**src/rtl/adder_acc_pkg.sv**
```systemverilog
// rtl/adder_acc_pkg.sv - shared state encoding and sample width for the adder sum accumulator
package adder_acc_pkg;

  typedef enum logic [1:0] {
    ST_IDLE  = 2'd0,
    ST_ACCUM = 2'd1,
    ST_DONE  = 2'd2
  } state_t;

  localparam int SAMPLE_W = 3;

endpackage

```
**src/rtl/sample_counter.sv**
```systemverilog
// rtl/sample_counter.sv - per-run sample counter with clear, enable and terminal-count flag
module sample_counter #(
  parameter int NUM_SAMPLES = 16,
  parameter int CNT_WIDTH   = $clog2(NUM_SAMPLES + 1)
) (
  input  logic                 clk,
  input  logic                 rst_n,
  input  logic                 clr,
  input  logic                 en,
  output logic [CNT_WIDTH-1:0] count,
  output logic                 last
);

  always_ff @(posedge clk or negedge rst_n) begin
    if (!rst_n) begin
      count <= '0;
    end else if (clr) begin
      count <= '0;
    end else if (en) begin
      count <= count + CNT_WIDTH'(1);
    end
  end

  // High when the next accepted sample completes the run.
  assign last = (count == CNT_WIDTH'(NUM_SAMPLES - 1));

endmodule

```
**src/rtl/adder_sum_accumulator.sv**
```systemverilog
// rtl/adder_sum_accumulator.sv - sums NUM_SAMPLES adder results per run with sticky overflow and done/ack
module adder_sum_accumulator
  import adder_acc_pkg::*;
#(
  parameter int ACC_WIDTH   = 8,
  parameter int NUM_SAMPLES = 16,
  parameter int CNT_WIDTH   = $clog2(NUM_SAMPLES + 1)
) (
  input  logic                 Clk,
  input  logic                 Rst_n,
  input  logic                 Start,
  input  logic                 In_valid,
  input  logic                 Carry_in,
  input  logic [1:0]           Sum_in,
  input  logic                 Ack,
  output logic [ACC_WIDTH-1:0] Acc,
  output logic [CNT_WIDTH-1:0] Count,
  output logic                 Overflow,
  output logic                 Busy,
  output logic                 Done
);

  state_t                state;
  state_t                next_state;
  logic                  run_clear;
  logic                  take;
  logic                  last;
  logic [SAMPLE_W-1:0]   sample;
  logic [ACC_WIDTH:0]    sum_ext;

  assign sample  = {Carry_in, Sum_in};
  // One extra bit on the left captures the carry out of the accumulator.
  assign sum_ext = {1'b0, Acc} + {{(ACC_WIDTH + 1 - SAMPLE_W){1'b0}}, sample};

  always_ff @(posedge Clk or negedge Rst_n) begin
    if (!Rst_n) begin
      state <= ST_IDLE;
    end else begin
      state <= next_state;
    end
  end

  always_comb begin
    next_state = state;
    run_clear  = 1'b0;
    take       = 1'b0;
    case (state)
      ST_IDLE: begin
        if (Start) begin
          run_clear  = 1'b1;
          next_state = ST_ACCUM;
        end
      end
      ST_ACCUM: begin
        if (In_valid) begin
          take = 1'b1;
          if (last) begin
            next_state = ST_DONE;
          end
        end
      end
      ST_DONE: begin
        if (Ack) begin
          next_state = ST_IDLE;
        end
      end
      default: next_state = ST_IDLE;
    endcase
  end

  sample_counter #(
    .NUM_SAMPLES (NUM_SAMPLES),
    .CNT_WIDTH   (CNT_WIDTH)
  ) u_sample_counter (
    .clk   (Clk),
    .rst_n (Rst_n),
    .clr   (run_clear),
    .en    (take),
    .count (Count),
    .last  (last)
  );

  always_ff @(posedge Clk or negedge Rst_n) begin
    if (!Rst_n) begin
      Acc      <= '0;
      Overflow <= 1'b0;
    end else if (run_clear) begin
      Acc      <= '0;
      Overflow <= 1'b0;
    end else if (take) begin
      Acc      <= sum_ext[ACC_WIDTH-1:0];
      Overflow <= Overflow | sum_ext[ACC_WIDTH];
    end
  end

  // Status flags are registered from the next state so they align with the state register.
  always_ff @(posedge Clk or negedge Rst_n) begin
    if (!Rst_n) begin
      Busy <= 1'b0;
      Done <= 1'b0;
    end else begin
      Busy <= (next_state == ST_ACCUM);
      Done <= (next_state == ST_DONE);
    end
  end

endmodule

```
**config.mk**
```make
export PLATFORM = sky130hd
export DESIGN_NAME = adder_sum_accumulator
export DESIGN_NICKNAME = d
export VERILOG_FILES = /design/src/rtl/adder_acc_pkg.sv /design/src/rtl/sample_counter.sv /design/src/rtl/adder_sum_accumulator.sv
export SDC_FILE = /design/constraint.sdc
export NUM_CORES = 1
export LEC_CHECK = 0
export CAP_MARGIN = 20
export CELL_PAD_IN_SITES_DETAIL_PLACEMENT = 0
export CELL_PAD_IN_SITES_GLOBAL_PLACEMENT = 1
export CORE_MARGIN = 1
export CORE_UTILIZATION = 38
export CTS_BUF_LIST = sky130_fd_sc_hd__clkbuf_2
export CTS_CLUSTER_SIZE = 10
export DETAILED_ROUTE_END_ITERATION = 16
export HOLD_SLACK_MARGIN = 0.15
export PLACE_DENSITY_LB_ADDON = 0.1
export SLEW_MARGIN = 20
export SYNTH_ARGS = -nofsm -noshare
export SYNTH_HDL_FRONTEND = slang
export SYNTH_SLANG_ARGS = --single-unit
```
**constraint.sdc**
```tcl
create_clock -name Clk -period 2.47 [get_ports Clk]
set_input_delay 0.494 -clock Clk [delete_from_list [all_inputs] [get_ports Clk]]
set_output_delay 0.494 -clock Clk [all_outputs]
set_load 0.01 [all_outputs]
```
==> results of run 1 <==
-- final cells by class --
cell class,instances,area (sq um)
clock buffer,3,15.0
clock inverter,1,3.75
fill,237,1030
inverter,4,15.0
multi-input combinational,63,448
sequential,18,450
tap,28,35.0
timing repair buffer,26,253
-- synth_stat cells, drive strengths merged (2+ instances only) --
library cell	instances	area, sq um
a211oi	2	15.0
inv	4	15.0
nand2	9	33.8
o21ai	6	30.0
ha	5	62.6
a21oi	5	25.0
or3	2	12.5
dfrtp	18	450
o31ai	2	15.0
xnor2	2	17.5
a22o	2	17.5
nor2b	2	12.5
a311oi	2	17.5
nor2	7	28.8
buf	2	16.3
xor2	2	17.5
or4	2	15.0
-- power by group through the flow --
stage | combinational, mW | sequential (mW) | clock (mW)
4_1_cts | 0.600 | 0.512 | 0.137
6_report | 0.594 | 0.510 | 0.129
3_5_place_dp | 0.594 | 0.517 | 0
2_1_floorplan | 0.287 | 0.535 | 0
3_3_place_gp | 0.586 | 0.512 | 0
5_1_grt | 0.661 | 0.530 | 0.145
-- layer usage --
metal | track usage, % | up-vias | wire (um) | share of wire (%)
li1 | - | 369 | - | -
met2 | 29.0 | 14 | 985 | 50
met5 | 0 | - | 0 | 0
met1 | 22.1 | 358 | 905 | 46
met4 | 8.11 | 0 | 16 | 0.81
met3 | 2.98 | 2 | 67 | 3.4
-- logic make-up after synthesis --
kind of cell,share of synthesized area [%]
buffers and inverters,3.36
DFF,48.5
xor gates and xnor gates,3.77
AOI/OAI and AO/OA,16.2
and+or+nand+nor,19.4
adders and majority gates,8.88
-- worst max-delay path by stage --
stage,start,to
2_1_floorplan,Sum_in[0],Acc[6]$_DFFE_PN0P_
3_3_place_gp,Sum_in[0],Acc[6]$_DFFE_PN0P_
3_5_place_dp,Sum_in[0],Acc[6]$_DFFE_PN0P_
4_1_cts,Sum_in[0],Acc[6]$_DFFE_PN0P_
5_1_grt,Sum_in[0],Acc[6]$_DFFE_PN0P_
6_report,Sum_in[0],Acc[6]$_DFFE_PN0P_
-- sequential cells by signal (all words and copies together) (netlist names) --
register                flops
Acc                         8
Overflow                    1
u_sample_counter.count      5
Busy                        1
Done                        1
state                       2
-- per-stage QoR --
stage | util, % | setup slack (ns) | power (mW) | cell area [sq um] | hold WS [ns]
final | 54.1 | 0.305 | 1.23 | 1220 | 0.483
after global routing | 54.1 | 0.175 | 1.34 | 1220 | 0.498
after CTS | 54.1 | 0.319 | 1.25 | 1220 | 0.476
after detailed placement | 53.3 | -0.0221 | 1.11 | 1200 | 0.488
after global placement | 53.3 | 0.0817 | 1.10 | 1200 | 0.475
after floorplan | - | 0.610 | 0.821 | 930 | 0.198
-- critical path, cell delays in order --
cell and delay, ns:
clkdlybuf4s50_1 0.46, ha_1 0.16, inv_1 0.05, fa_1 0.40, nor2b_1 0.12, o21ai_0 0.16
or3_1 0.39, a21oi_1 0.16
==> results.json, run 1 <==
{
  "r2r_end": "Acc[6]$_DFFE_PN0P_",
  "post-route-drc-count": 0,
  "arrival_ns": 2.40,
  "synth_enable_flop_cells": 0,
  "vias": 743,
  "p_int_mw": 0.760,
  "max_freq_mhz": 462,
  "start_util_pct": 41.2,
  "cts_root_buf": "clkbuf_2",
  "cts.repair.resized": 0,
  "period_needed_ns": 2.16,
  "path_max_fanout": 5,
  "critPathKind": "primary input to flop",
  "cts.clk_slew.worst_paths_ns": 0.19,
  "wl_per_cell_um": 13.8,
  "numCtsBuffers": 3,
  "avgSynthCellArea_sq_um": 10.7,
  "synth_seq_area_share_pct": 48.5,
  "pwr-share-clk_pct": 10.5,
  "yosysWarnings": 0,
  "area_delta_synth_final_pct": 31.2,
  "die_w_um": 51.5,
  "async_reset_ff_share_pct": 100,
  "p_comb_share_pct": 48.2,
  "grt_pass1_vias": 758,
  "clock_sinks": 18,
  "core_area_sq_mm": 0.00225,
  "grt_pass1_wl_um": 3340,
  "grt_max_degree": 19,
  "synth-seq-cells": 18,
  "drt_pre_antenna_iters": 4,
  "die_h_um": 51.5,
  "finalNonFillerCells": 143,
  "wirelength_um": 1980,
  "cts_hold_buffers": 0,
  "synth_area_sq_um": 930,
  "nNetsFinal": 130,
  "worst_ep_required_time_ns": 2.70,
  "placed_cells": 139,
  "port_buffers": 23,
  "grt-ovfl-total": 0,
  "antenna_left": 0,
  "swShare_pct": 38.3,
  "postCtsSetupRepairBufs": 0,
  "grt_setup_unrepaired": "no",
  "p_switching_mw": 0.473,
  "p_per_area_mw_per_mm2": 1010,
  "skew_ns": 0.0123,
  "cts_tree": "yes",
  "fin_crit_sh_pct": 87.6,
  "tns_ns": 0,
  "synthCells": 87,
  "rows": 17,
  "cts_max_path_buffers": 2,
  "insertedDiodeCount": 0,
  "ios": 24,
  "end_kind": "flop",
  "r2r_cells": 7,
  "place_congestion": 0.789,
  "insertion_delay_ns": 0.30,
  "drt_iter0_drc": 8,
  "layout-drive-gt1-share_pct": 10.4,
  "viasPerCell": 5.20,
  "r2r-start": "Acc[0]$_DFFE_PN0P_",
  "timing.final.hold_violations": 0,
  "rrSetupSlack_ns": 0.52,
  "ys.flop_type": "dfrtp_1",
  "leakage_nw": 0.514,
  "status": "complete, no violations",
  "sequentialPowerShare_pct": 41.3,
  "startpoint_type": "primary input",
  "antenna_found_initial": 0,
  "final-setup-viol-count": 0,
  "tightest_slew_ns": 0.419,
  "slew-limit-headroom_pct": 71.8,
  "syn-num-nets": 101,
  "die_area_sq_mm": 0.00265,
  "cap_violations": 0,
  "ir_worst_vdd_mv": 0.462,
  "layout_common_cells": "clkdlybuf4s50_1, dfrtp_1, nand2_1",
  "slew_viol_final": 0,
  "final_common_cell": "clkdlybuf4s50_1",
  "hpwl_um": 1510,
  "synth.distinct_cells": 32,
  "h-tree-depth": 1,
  "grt_use_total_pct": 17.6,
  "hp-class": "primary input to async pin"
}
Note: power is estimated with default switching activity, not from simulation.
==> inputs of run 2 (changes only) <==
--- a/config.mk
+++ b/config.mk
@@ -5,7 +5,7 @@
 export SDC_FILE = /design/constraint.sdc
 export NUM_CORES = 1
 export LEC_CHECK = 0
-export CAP_MARGIN = 20
+export CAP_MARGIN = 10
 export CELL_PAD_IN_SITES_DETAIL_PLACEMENT = 0
 export CELL_PAD_IN_SITES_GLOBAL_PLACEMENT = 1
 export CORE_MARGIN = 1
==> results of run 2 <==
Final layout, timing and power as in run 1 (identical DEF).
==> RTL change, RTL diff (flow settings as in run 2) <==
Encoding of `state_t`: now one-hot (3 bits for 3 states).
--- a/src/rtl/adder_acc_pkg.sv
+++ b/src/rtl/adder_acc_pkg.sv
@@ -3,6 +3,6 @@
 
-  typedef enum logic [1:0] {
-    ST_IDLE  = 2'd0,
-    ST_ACCUM = 2'd1,
-    ST_DONE  = 2'd2
+  typedef enum logic [2:0] {
+    ST_IDLE  = 3'b001,
+    ST_ACCUM = 3'b010,
+    ST_DONE  = 3'b100
   } state_t;
Formal check against the unedited RTL: same outputs for any inputs over 10 cycles, from zero or initial values and one cycle with Rst_n low; not proved beyond that.
==> RTL change against run 2 <==
  * Count of clock-buffer cells in the layout increased by 1
  * Synthesized area increased by 6.6%
  * Clock power increased by 9%
  * Setup slack improved by 0.32 ns
  * Sequential power decreased by 11%
  * Design area increased by 4.3%
  * Power decreased by 21%
  * Sequential cell count increased by 1
  * Routed wire length decreased by 4.5%
  * Register-to-register slack improved by 0.28 ns
  * Utilization decreased by 2.7 points
  * Critical path depth decreased by 1
  * Global-route usage decreased by 2.6 points
==> RTL change: results (changes against run 2) <==
outcome=finished clean (unchanged); core footprint=2480 µm² (was 2250 µm²); worst reg2reg path depth=6 (was 7); CTS buffer count=3 (unchanged); CTS H-tree depth=1 (unchanged); Skew-Pair Late Insertion Delay=0.30 ns (about the same); DPL Wire Length=1350 µm (was 1510 µm); Port Buffers=23 (unchanged); reg2reg end=Acc[6]$_DFFE_PN0P_ (unchanged); Fillers=246 (was 237); Yosys cell types=29 (was 32); sequential area share after synthesis=48.1% (was 48.5%); biggest regs=Acc: 8 flops, u_sample_counter.count: 5 flops, state: 3 flops (was Acc: 8 flops, u_sample_counter.count: 5 flops, state: 2 flops); Top delay family on crit path=adder cells (unchanged); initial DRC count=3 (was 8); largest net degree at the start of global routing=20 (was 19); hold_ws=0.489 ns (was 0.483 ns); Synth area leaders=dfrtp_1 45%, ha_1 6.3%, nor2_1 4.2% (was dfrtp_1 48%, ha_1 6.7%, nand2_1 3.6%); Synth top cells by count=18 x dfrtp_1, 11 x nor2_1, 7 x nand2_1 (was 18 x dfrtp_1, 9 x nand2_1, 6 x nor2_1, 6 x o21ai_0); Leak=0.558 nW (was 0.514 nW); share of layout cells above drive strength 1=9.48% (was 10.4%); CTS resizes=0 (unchanged); FF-to-FF setup slack=0.80 ns (was 0.52 ns); FFs w/ async S/R, synth=100% (unchanged); Peak VDD IR=436 µV (was 462 µV); largest family of logic cells by synthesized area=simple AND/OR/NAND/NOR gates (unchanged); DR pass1 iterations=2 (was 4); multiplexer share of the synthesized area=0% (unchanged); clock slew at reported path FFs=0.19 ns (about the same); critical path's largest stage delay=0.40 ns (was 0.46 ns); GPL Wtd Cong=0.725 (was 0.789); Synth Warn #=0 (unchanged); Wirelength per Cell=12.9 µm (was 13.8 µm); dpl cells=142 (was 139); vias in the first global route=662 (was 758); gr usage total=15.0% (was 17.6%); synthesized net count=104 (was 101); Root Buffer=clkbuf_2 (unchanged); Synth Area in Compound Gates=12.1% (was 16.2%); CTS Buffer Depth=2 (unchanged); vias per cell=5.02 (was 5.20); clock skew=0.00674 ns (was 0.0123 ns); RR Startpoint=Acc[0]$_DFFE_PN0P_ (unchanged); crit path DAT=2.05 ns (was 2.40 ns); Setup Buffers After CTS=0 (unchanged); first-pass GRT wire length=2940 µm (was 3340 µm); CP max FO=3 (was 5); final wirelength=1890 µm (was 1980 µm); Synth Area in Adders=8.33% (was 8.88%); XOR/XNOR Fraction of Synth Area=7.07% (was 3.77%); Avg Inst Size Synth=11.0 µm² (was 10.7 µm²); Nets=131 (was 130); worst-margin pin slew=0.450 ns (was 0.419 ns); Primary FF master, synth=dfrtp_1 (unchanged)
RTL change: worst register-to-register path, cell delays in order (launching register included):
cell,delay (ns)
dfrtp_1,0.44
ha_1,0.21
fa_1,0.40
a21o_1,0.23
nand3_1,0.10
xor2_1,0.15
nor2_1,0.05
RTL change: through the flow:
step	util, %	power (mW)	cell area [µm²]	worst slack [ns]
6_report	51.4	0.968	1270	0.626
3_5_place_dp	50.6	0.840	1250	0.293
3_3_place_gp	50.6	0.834	1250	0.304
5_1_grt	51.4	1.03	1270	0.537
2_1_floorplan	-	0.686	991	0.785
4_1_cts	51.4	0.984	1270	0.628
RTL change: worst max-delay path by stage:
stage                            start                 end  slack, ns  cells past startpoint
floorplan                    Sum_in[0]  Acc[6]$_DFFE_PN0P_       0.79                      6
global placement             Sum_in[0]  Acc[6]$_DFFE_PN0P_       0.30                      7
detailed placement           Sum_in[0]  Acc[6]$_DFFE_PN0P_       0.29                      7
CTS                 Acc[3]$_DFFE_PN0P_              Acc[3]       0.63                      1
global route                 Sum_in[0]  Acc[6]$_DFFE_PN0P_       0.54                      7
finish                       Sum_in[0]  Acc[6]$_DFFE_PN0P_       0.63                      7
RTL change: cell type report:
cell class / instances / area (µm²) / area share [%]
Sequential cell: 19 / 477 / 37.5
Multi-Input combinational cell: 67 / 489 / 38.4
Inverter: 1 / 3.75 / 0.295
Timing Repair Buffer: 25 / 245 / 19.3
Clock buffer: 4 / 20.0 / 1.57
Tap cell: 30 / 37.5 / 2.95
RTL change: cell families after synthesis:
| group | count (synthesis) |
|---|---|
| AND/OR/NAND/NOR | 35 |
| flip-flops | 19 |
| buffers and inverters | 4 |
| XOR/XNOR | 8 |
| AO/OA/AOI/OAI | 18 |
| adder cells (fa/ha/maj) | 6 |
RTL change: metal layers:
| layer | global-route usage (%) | vias up | wire length [µm] |
|---|---|---|---|
| met5 | 0 | - | 0 |
| met4 | 6.58 | 0 | 10 |
| met1 | 20.0 | 343 | 921 |
| met3 | 3.45 | 2 | 74 |
| met2 | 22.8 | 14 | 881 |
| li1 | - | 374 | - |
RTL change: where the power goes:
part	internal, mW	leakage (nW)	total, mW	switching (mW)
clock network	0.0429	0.0166	0.140	0.0969
registers	0.377	0.257	0.455	0.0775
logic	0.205	0.285	0.374	0.169
